[config.mk]
export PLATFORM = sky130hd
export DESIGN_NAME = if_fetch
export DESIGN_NICKNAME = d
export VERILOG_FILES = /design/src/rtl/if_fetch.sv
export SDC_FILE = /design/constraint.sdc
export NUM_CORES = 1
export LEC_CHECK = 0
export ABC_CLOCK_PERIOD_IN_PS = 4410
export BUFFER_PORTS_ARGS = -buffer_cell sky130_fd_sc_hd__buf_2
export CAP_MARGIN = 20
export CORE_MARGIN = 2
export CORE_UTILIZATION = 50
export DETAILED_ROUTE_END_ITERATION = 8
export PLACE_DENSITY_LB_ADDON = 0.1
export SYNTH_ARGS = -nofsm -noshare
export SYNTH_HDL_FRONTEND = slang
export SYNTH_SLANG_ARGS = --single-unit
[constraint.sdc]
create_clock -name clk -period 4.41 [get_ports clk]
set_input_delay 0.2205 -clock clk [delete_from_list [all_inputs] [get_ports clk]]
set_output_delay 0.2205 -clock clk [all_outputs]
set_load 0.02 [all_outputs]
[src/rtl/if_fetch.sv]
// Instruction fetch stage: single-outstanding request FSM with redirect handling.
// Optional static branch prediction is enabled by defining STATIC_BPRED_EN.
module if_fetch #(
  parameter int                    ADDR_WIDTH = 32,
  parameter logic [ADDR_WIDTH-1:0] RESET_PC   = 32'h1C00_0000
) (
  input  logic                  clk,
  input  logic                  rst,
  input  logic                  flush,
  input  logic [ADDR_WIDTH-1:0] flush_pc,
  input  logic                  br_redirect,
  input  logic [ADDR_WIDTH-1:0] br_target,
  output logic                  inst_req,
  output logic [ADDR_WIDTH-1:0] inst_addr,
  input  logic                  inst_addr_ok,
  input  logic                  inst_data_ok,
  input  logic [31:0]           inst_rdata,
  input  logic                  ns_ready,
  output logic                  ts_valid,
  output logic [ADDR_WIDTH-1:0] out_pc,
  output logic [31:0]           out_inst,
  output logic                  out_branch,
  output logic [ADDR_WIDTH-1:0] out_branch_addr
);

  typedef enum logic [1:0] {
    S_REQ    = 2'd0,
    S_WAIT   = 2'd1,
    S_HOLD   = 2'd2,
    S_CANCEL = 2'd3
  } state_t;

  localparam logic [ADDR_WIDTH-1:0] PC_STEP = ADDR_WIDTH'(4);

  state_t                  state;
  state_t                  state_nxt;
  logic [ADDR_WIDTH-1:0]   pc_r;
  logic [ADDR_WIDTH-1:0]   pc_nxt;
  logic [ADDR_WIDTH-1:0]   next_pc;
  logic [ADDR_WIDTH-1:0]   redirect_raw;
  logic [ADDR_WIDTH-1:0]   redirect_pc;
  logic                    redirect;
  logic                    capture;
  logic                    pred_taken;
  logic [ADDR_WIDTH-1:0]   pred_addr;

  assign redirect     = flush | br_redirect;
  assign redirect_raw = flush ? flush_pc : br_target;
  assign redirect_pc  = {redirect_raw[ADDR_WIDTH-1:2], 2'b00};
  assign next_pc      = out_branch ? out_branch_addr : (pc_r + PC_STEP);
  assign capture      = (state == S_WAIT) & inst_data_ok & ~redirect;

  assign inst_req  = (state == S_REQ) & ~rst;
  assign inst_addr = pc_r;
  assign ts_valid  = (state == S_HOLD) & ~redirect & ~rst;

`ifdef STATIC_BPRED_EN
  logic                  is_b;
  logic [ADDR_WIDTH-1:0] br_offset;

  assign is_b       = (inst_rdata[31:27] == 5'b01010);
  assign br_offset  = {{(ADDR_WIDTH-28){inst_rdata[9]}}, inst_rdata[9:0], inst_rdata[25:10], 2'b00};
  assign pred_taken = is_b;
  assign pred_addr  = is_b ? (pc_r + br_offset) : (pc_r + PC_STEP);
`else
  assign pred_taken = 1'b0;
  assign pred_addr  = pc_r + PC_STEP;
`endif

  // Next-state and next-pc selection; redirects always retarget pc_r.
  always_comb begin
    state_nxt = state;
    pc_nxt    = pc_r;
    case (state)
      S_REQ: begin
        if (redirect) begin
          pc_nxt    = redirect_pc;
          state_nxt = inst_addr_ok ? S_CANCEL : S_REQ;
        end else if (inst_addr_ok) begin
          state_nxt = S_WAIT;
        end else begin
          state_nxt = S_REQ;
        end
      end
      S_WAIT: begin
        if (redirect) begin
          pc_nxt    = redirect_pc;
          state_nxt = inst_data_ok ? S_REQ : S_CANCEL;
        end else if (inst_data_ok) begin
          state_nxt = S_HOLD;
        end else begin
          state_nxt = S_WAIT;
        end
      end
      S_HOLD: begin
        if (redirect) begin
          pc_nxt    = redirect_pc;
          state_nxt = S_REQ;
        end else if (ns_ready) begin
          pc_nxt    = next_pc;
          state_nxt = S_REQ;
        end else begin
          state_nxt = S_HOLD;
        end
      end
      S_CANCEL: begin
        // The abandoned response still has to drain before a new request goes out.
        if (redirect) begin
          pc_nxt = redirect_pc;
        end else begin
          pc_nxt = pc_r;
        end
        if (inst_data_ok) begin
          state_nxt = S_REQ;
        end else begin
          state_nxt = S_CANCEL;
        end
      end
      default: begin
        state_nxt = S_REQ;
        pc_nxt    = pc_r;
      end
    endcase
  end

  // State and pc registers.
  always_ff @(posedge clk or posedge rst) begin
    if (rst) begin
      state <= S_REQ;
      pc_r  <= RESET_PC;
    end else begin
      state <= state_nxt;
      pc_r  <= pc_nxt;
    end
  end

  // Fetched packet, captured once per accepted response.
  always_ff @(posedge clk or posedge rst) begin
    if (rst) begin
      out_pc          <= RESET_PC;
      out_inst        <= 32'h0000_0000;
      out_branch      <= 1'b0;
      out_branch_addr <= RESET_PC + PC_STEP;
    end else if (capture) begin
      out_pc          <= pc_r;
      out_inst        <= inst_rdata;
      out_branch      <= pred_taken;
      out_branch_addr <= pred_addr;
    end
  end

endmodule

==> results of run 1 <==
==> cell families after synthesis <==
group                      count (synthesis)  synth area share (%)
muxes                                     19                  3.23
other                                      1                0.0602
and+or+nand+nor                          330                  24.1
xor gates and xnor gates                  36                  5.06
DFF                                      124                  50.0
buffers and inverters                     63                  5.66
AOI/OAI and AO/OA                        119                  11.7
adders and majority gates                  1                 0.201
==> state kept, by name (all words and copies together), names as in the netlist <==
name             cells
inst_addr           30
out_branch_addr     30
out_inst            32
out_pc              30
state                2
==> stage by stage <==
step                      power (mW)  area (um2)  setup WS, ns
after floorplan                 3.09        6250         0.907
after global placement          3.72        7310          1.76
after detailed placement        3.78        7310          1.67
after CTS                       5.10        7970          1.65
after global routing            5.38        7990          1.35
final                           5.08        7990          1.60
==> worst max-delay path, delay by kind of cell, from the launching register on <==
family          cells  cell delay, ns
simple gates        4            1.77
flops               1            0.49
fa+ha+maj           1            0.31
compound gates      1            0.07
==> worst paths after layout <==
| check | start | endpoint | slack (ns) | cells past startpoint |
|---|---|---|---|---|
| min in group asynchronous | rst | state[0] | 0.53 | 3 |
| worst max register to register | inst_addr[2] | inst_addr[30] | 1.60 | 6 |
| worst min register to register | out_pc[26] | out_pc[26] | 0.46 | 2 |
| worst max-delay path | inst_addr[2] | inst_addr[30] | 1.60 | 6 |
| max in group asynchronous | rst | out_branch_addr[2] | 2.91 | 4 |
| worst min-delay path | inst_rdata[0] | out_inst[0] | 0.007 | 3 |
==> area by class of cell <==
cell class,instances,area (um2),share of cell area (%)
clock inverter,7,62.6,0.783
sequential,124,3120,39.0
tap,168,210,2.63
timing repair buffer,238,1270,15.9
inverter,9,36.3,0.454
multi-input combinational,512,2800,35.0
clock buffer,25,495,6.20
==> repair_timing <==
action	in CTS	in global routing
setup endpoints to repair	0	0
gates resized for setup	0	0
buffers inserted	0	0
endpoints found under the hold margin	15	0
hold buffers	10	0
==> cell usage in the layout (no fill, tap or decap), types with 10 or more instances in the layout <==
| cell | count |
|---|---|
| nand2_1 | 240 |
| buf_2 | 222 |
| nand3_1 | 15 |
| o21ai_0 | 40 |
| mux2i_1 | 10 |
| nor2_1 | 19 |
| dfrtp_1 | 114 |
| o22ai_1 | 12 |
| a21oi_1 | 26 |
| dfstp_2 | 10 |
| dlygate4sd3_1 | 10 |
| xnor2_1 | 13 |
| xor2_1 | 23 |
| clkbuf_16 | 17 |
==> power by group <==
part	internal, mW	total [mW]	switching [mW]
logic	0.616	1.83	1.21
clock network	0.829	1.31	0.482
registers	1.61	1.94	0.327
total	3.06	5.08	2.02
==> metal layers <==
metal	wire [um]	vias to the layer above
met2	8380	274
li1	-	2735
met1	8020	2757
met5	0	-
met3	1340	29
met4	263	0
==> metrics.cfg, run 1 <==
[yosys]
synth_edf_count=0
ys_ff_latch=124
async_flop_share_pct=100
synth_seq_area_share_pct=50.0
synth_top_area_share_pct=45.8
ys.flop_type=dfrtp_1
postSynthCellCount=693
synth_top_cell_by_area=dfrtp_1
syn_area_mm2=0.00623
yosysMostFrequentCell=nand2_1
yosys_warnings=0
yosys-top-cells-area=dfrtp_1 (46%), nand2_1 (14%), dfstp_2 (4.2%)
synth_top_cells_by_count=nand2_1 (240), dfrtp_1 (114), o21ai_0 (40)
synth.distinct_cells=61
syn_area_per_cell_um2=8.99

[floorplanning]
die_h_um=116
dieArea_mm2=0.0134
start_util_pct=51.5
fp-row-count=40
die_w_um=116
core_mm2=0.0121
pin_count=234

[global_route]
overflow=0
grt_max_degree=75
met3_usage_pct=5.49
antenna_found_initial=0
use_met2_pct=43.2
first_global_vias=5440
grtUsageTotal_pct=27.1
grt.met1_usage_pct=37.6
grt_pass1_wl_mm=28.0
top_usage_layer=met2

[worst_setup_path]
worstPathMaxFanout=12
cpMaxStageDelayCell=nor3_2
cp-end-kind=flop
path_cells=ha_1 -> nand4_1 -> nor3_2 -> nand3_2 -> nor4_1 -> a311oi_1
worst-endpoint-required_ns=4.67
criticalPathCategory=reg2reg
critPathLaunchType=flop
slowest_delay_ns=0.87
crit_arrival_ns=3.06

[sta]
hold_viol=0
slew_viol_final=0
fin_skew_ns=0.00723
holdWs_ns=0.00661
worstMarginPinSlew_ns=0.929
period_needed_ns=2.81
setup-violations-final=0
max_freq_ghz=0.356
finalSetupTns_ns=0
relSlewSlack_pct=37.7
rsz0062_at_grt=no
period_share_pct=63.7

[route]
ant_nets=0
wl_per_cell_um=16.6
drc_errors=0
drt_iter0_drc=494
totalWireLength_mm=18.0
dr_total_vias=5795
drt_first_pass_iters=5
avgViaCountPerCell=5.35

[clocking]
ctsHtreeMaxLevel=4
cts_tree=built
cts_root_buf=clkbuf_16
cts_buffers=17
clockBufferDepth=2
clk_pin_slew_worst_paths_ns=0.05
cts.sinks=124
clk_latency_ns=0.41

[power_and_ir_drop]
power_density_mw_per_mm2=636
ir_drop_v=0.000312
leakage_nw=4.09

[placed_design]
dp.cells=1040
portBuffers=222
hpwl_mm=12.5
gp_congestion=0.854

[status]
status=completed

[job]
drv_cap=0

[layout]
synthToLayoutAreaGrowth_pct=28.1
fill_cells=1035
final_nets=1006
diodes=0
drive_above_1_share_pct=32.6
utilization_pct=65.9
stdcell_count=1083

[hold_path]
worstHoldPathType=in2reg

Power figures use the tool's default switching activity.
==> run 2: changes to the inputs <==
--- a/config.mk
+++ b/config.mk
@@ -5,11 +5,11 @@
 export SDC_FILE = /design/constraint.sdc
 export NUM_CORES = 1
 export LEC_CHECK = 0
-export ABC_CLOCK_PERIOD_IN_PS = 4410
+export ABC_CLOCK_PERIOD_IN_PS = 2300
 export BUFFER_PORTS_ARGS = -buffer_cell sky130_fd_sc_hd__buf_2
 export CAP_MARGIN = 20
 export CORE_MARGIN = 2
-export CORE_UTILIZATION = 50
+export CORE_UTILIZATION = 45
 export DETAILED_ROUTE_END_ITERATION = 8
 export PLACE_DENSITY_LB_ADDON = 0.1
 export SYNTH_ARGS = -nofsm -noshare
==> constraint.sdc (replaced) <==
create_clock -name clk -period 2.3 [get_ports clk]
set_input_delay 0.115 -clock clk [delete_from_list [all_inputs] [get_ports clk]]
set_output_delay 0.115 -clock clk [all_outputs]
set_load 0.02 [all_outputs]
==> run 2 against run 1 <==
Clock-buffer cell count is 3 lower. Power is 99% higher. Critical path depth is 2 lower. Combinational power is 100% higher. Sequential share of layout area is 2.9 points lower. Final area is 8.1% higher. Largest power group unchanged. Sequential power is 90% higher. Setup slack worse by 1.3 ns. Final cell count is 6.6% higher.
==> metrics.cfg, run 2 (synthesis gave the netlist of run 1 again) <==
[route]
drc_errors=0  ; unchanged
wl_per_cell_um=16.2  ; -2.4%
drt_iter0_drc=453  ; -8.3%
drt_first_pass_iters=5  ; unchanged
dr_total_vias=5959  ; +2.8%
avgViaCountPerCell=5.16  ; -3.5%
ant_nets=0  ; unchanged
totalWireLength_mm=18.7  ; +4.0%

[floorplanning]
die_w_um=122  ; +5.2%
fp-row-count=43  ; +7.5%
die_h_um=122  ; +5.2%
core_mm2=0.0137  ; +13%
start_util_pct=45.4  ; -6.0 points
dieArea_mm2=0.0148  ; +11%
pin_count=234  ; unchanged

[layout]
final_nets=1065  ; +5.9%
final_common_cell=nand2_1
diodes=0  ; unchanged
largest_register_ffs=32  ; unchanged
final_cell_mix=nand2_1 (240), buf_2 (222), dfrtp_1 (114)
drive_above_1_share_pct=33.1  ; +0.49 points
regMostFlops=out_inst
utilization_pct=62.9  ; -3.0 points
synthToLayoutAreaGrowth_pct=38.5
stdcell_count=1154  ; +6.6%

[status]
status=completed

[job]
drv_cap=0  ; unchanged

[global_route]
first_global_vias=5917  ; +8.8%
grt_max_degree=125  ; +67%
grt_pass1_wl_mm=29.8  ; +6.4%
overflow=0  ; unchanged
grtUsageTotal_pct=26.0  ; -1.1 points
antenna_found_initial=1  ; +1

[worst_setup_path]
worstPathMaxFanout=11  ; -1
critPathLaunchType=flop
criticalPathCategory=reg2out
worst-endpoint-required_ns=2.18  ; -2.49 ns
crit_arrival_ns=1.92  ; -1.14 ns
cp-end-kind=output pin

[clocking]
cts_root_buf=clkbuf_16
clockBufferDepth=2  ; unchanged
cts_tree=built
cts.sinks=124  ; unchanged
ctsHtreeMaxLevel=4  ; unchanged
cts_buffers=17  ; unchanged
clk_latency_ns=0.42  ; about the same
clk_pin_slew_worst_paths_ns=0.06  ; about the same

[power_and_ir_drop]
power_density_mw_per_mm2=1170  ; +84%
ir_drop_v=0.000533  ; +71%
p_total_mw=10.1  ; +99%
leakage_nw=4.38  ; +7.2%

[sta]
slew_viol_final=0  ; unchanged
finalSetupTns_ns=0  ; unchanged
setup-violations-final=0  ; unchanged
fin_skew_ns=0.00703  ; -0.000202 ns
worstMarginPinSlew_ns=0.676  ; -0.253 ns
rsz0062_at_grt=no
hold_viol=0  ; unchanged
period_share_pct=88.6
holdWs_ns=0.0173  ; +0.0107 ns
relSlewSlack_pct=55.0  ; +17 points
period_needed_ns=2.04
max_freq_ghz=0.491

[hold_path]
worstHoldPathType=in2reg

[placed_design]
gp_congestion=0.908  ; +6.3%
dp.cells=1074  ; +3.3%
portBuffers=222  ; unchanged
hpwl_mm=13.2  ; +4.9%

## run 2: changes by cell type in the layout (fill, tap and decap cells not counted), sizes merged
| cell | before | now |
|---|---|---|
| buf | 228 | 250 |
| bufinv | 1 | 3 |
| clkbuf | 25 | 22 |
| clkinv | 5 | 6 |
| clkinvlp | 1 | 2 |
| dlygate4sd3 | 10 | 47 |
| inv | 9 | 8 |
## run 2: per-stage QoR
stage	area (um2)	setup slack (ns)
finish	8630	0.262
global route	8630	0.116
CTS	8620	0.192
detailed placement	7540	0.207
global placement	7540	0.282
floorplan	6260	0.264
## run 2: worst paths after layout
check / depth (start not counted) / from / slack, ns / to
worst min-delay path: 3 / flush_pc[26] / 0.02 / inst_addr[26]
max in group asynchronous: 4 / rst / 1.34 / out_pc[8]
worst min register to register: 2 / out_pc[26] / 0.46 / out_pc[26]
worst max-delay path: 4 / state[0] / 0.26 / ts_valid
min in group asynchronous: 4 / rst / 0.45 / state[0]
worst max register to register: 8 / inst_addr[3] / 0.30 / inst_addr[30]
## run 2: cell type report
class                           instances  area (um2)
Multi-Input combinational cell        512        2800
Tap cell                              180         225
Timing Repair Buffer                  297        1840
Clock inverter                         10         139
Fill cell                            1184        5090
Clock buffer                           22         474
Sequential cell                       124        3120
Inverter                                9        37.5
## run 2: power by group
group	total (mW)	switching (mW)	internal [mW]
combinational	3.67	2.38	1.29
clock	2.76	0.972	1.79
sequential	3.68	0.592	3.09
## run 2: critical path, stage by stage (launching register included)
cell and delay, ns:
dfrtp_1 0.49, nand2b_1 0.24, or2_1 0.42, nor2_1 0.17
buf_2 0.18
## run 2: per-layer routing
layer  vias up  global-route usage [%]  part of all wire (%)
met5         -                       0                 0.069
met3        34                    6.18                   7.3
li1       2851                       -                     -
met4         2                    9.20                   2.0
met2       253                    42.0                    47
met1      2819                    34.5                    43
## run 2: timing repair
item | 4_1_cts | 5_1_grt
endpoints found under the setup margin | 0 | 2
buffers inserted | 0 | 1
hold buffers | 47 | 0
gates resized for setup | 0 | 0
endpoints found under the hold margin | 155 | 0
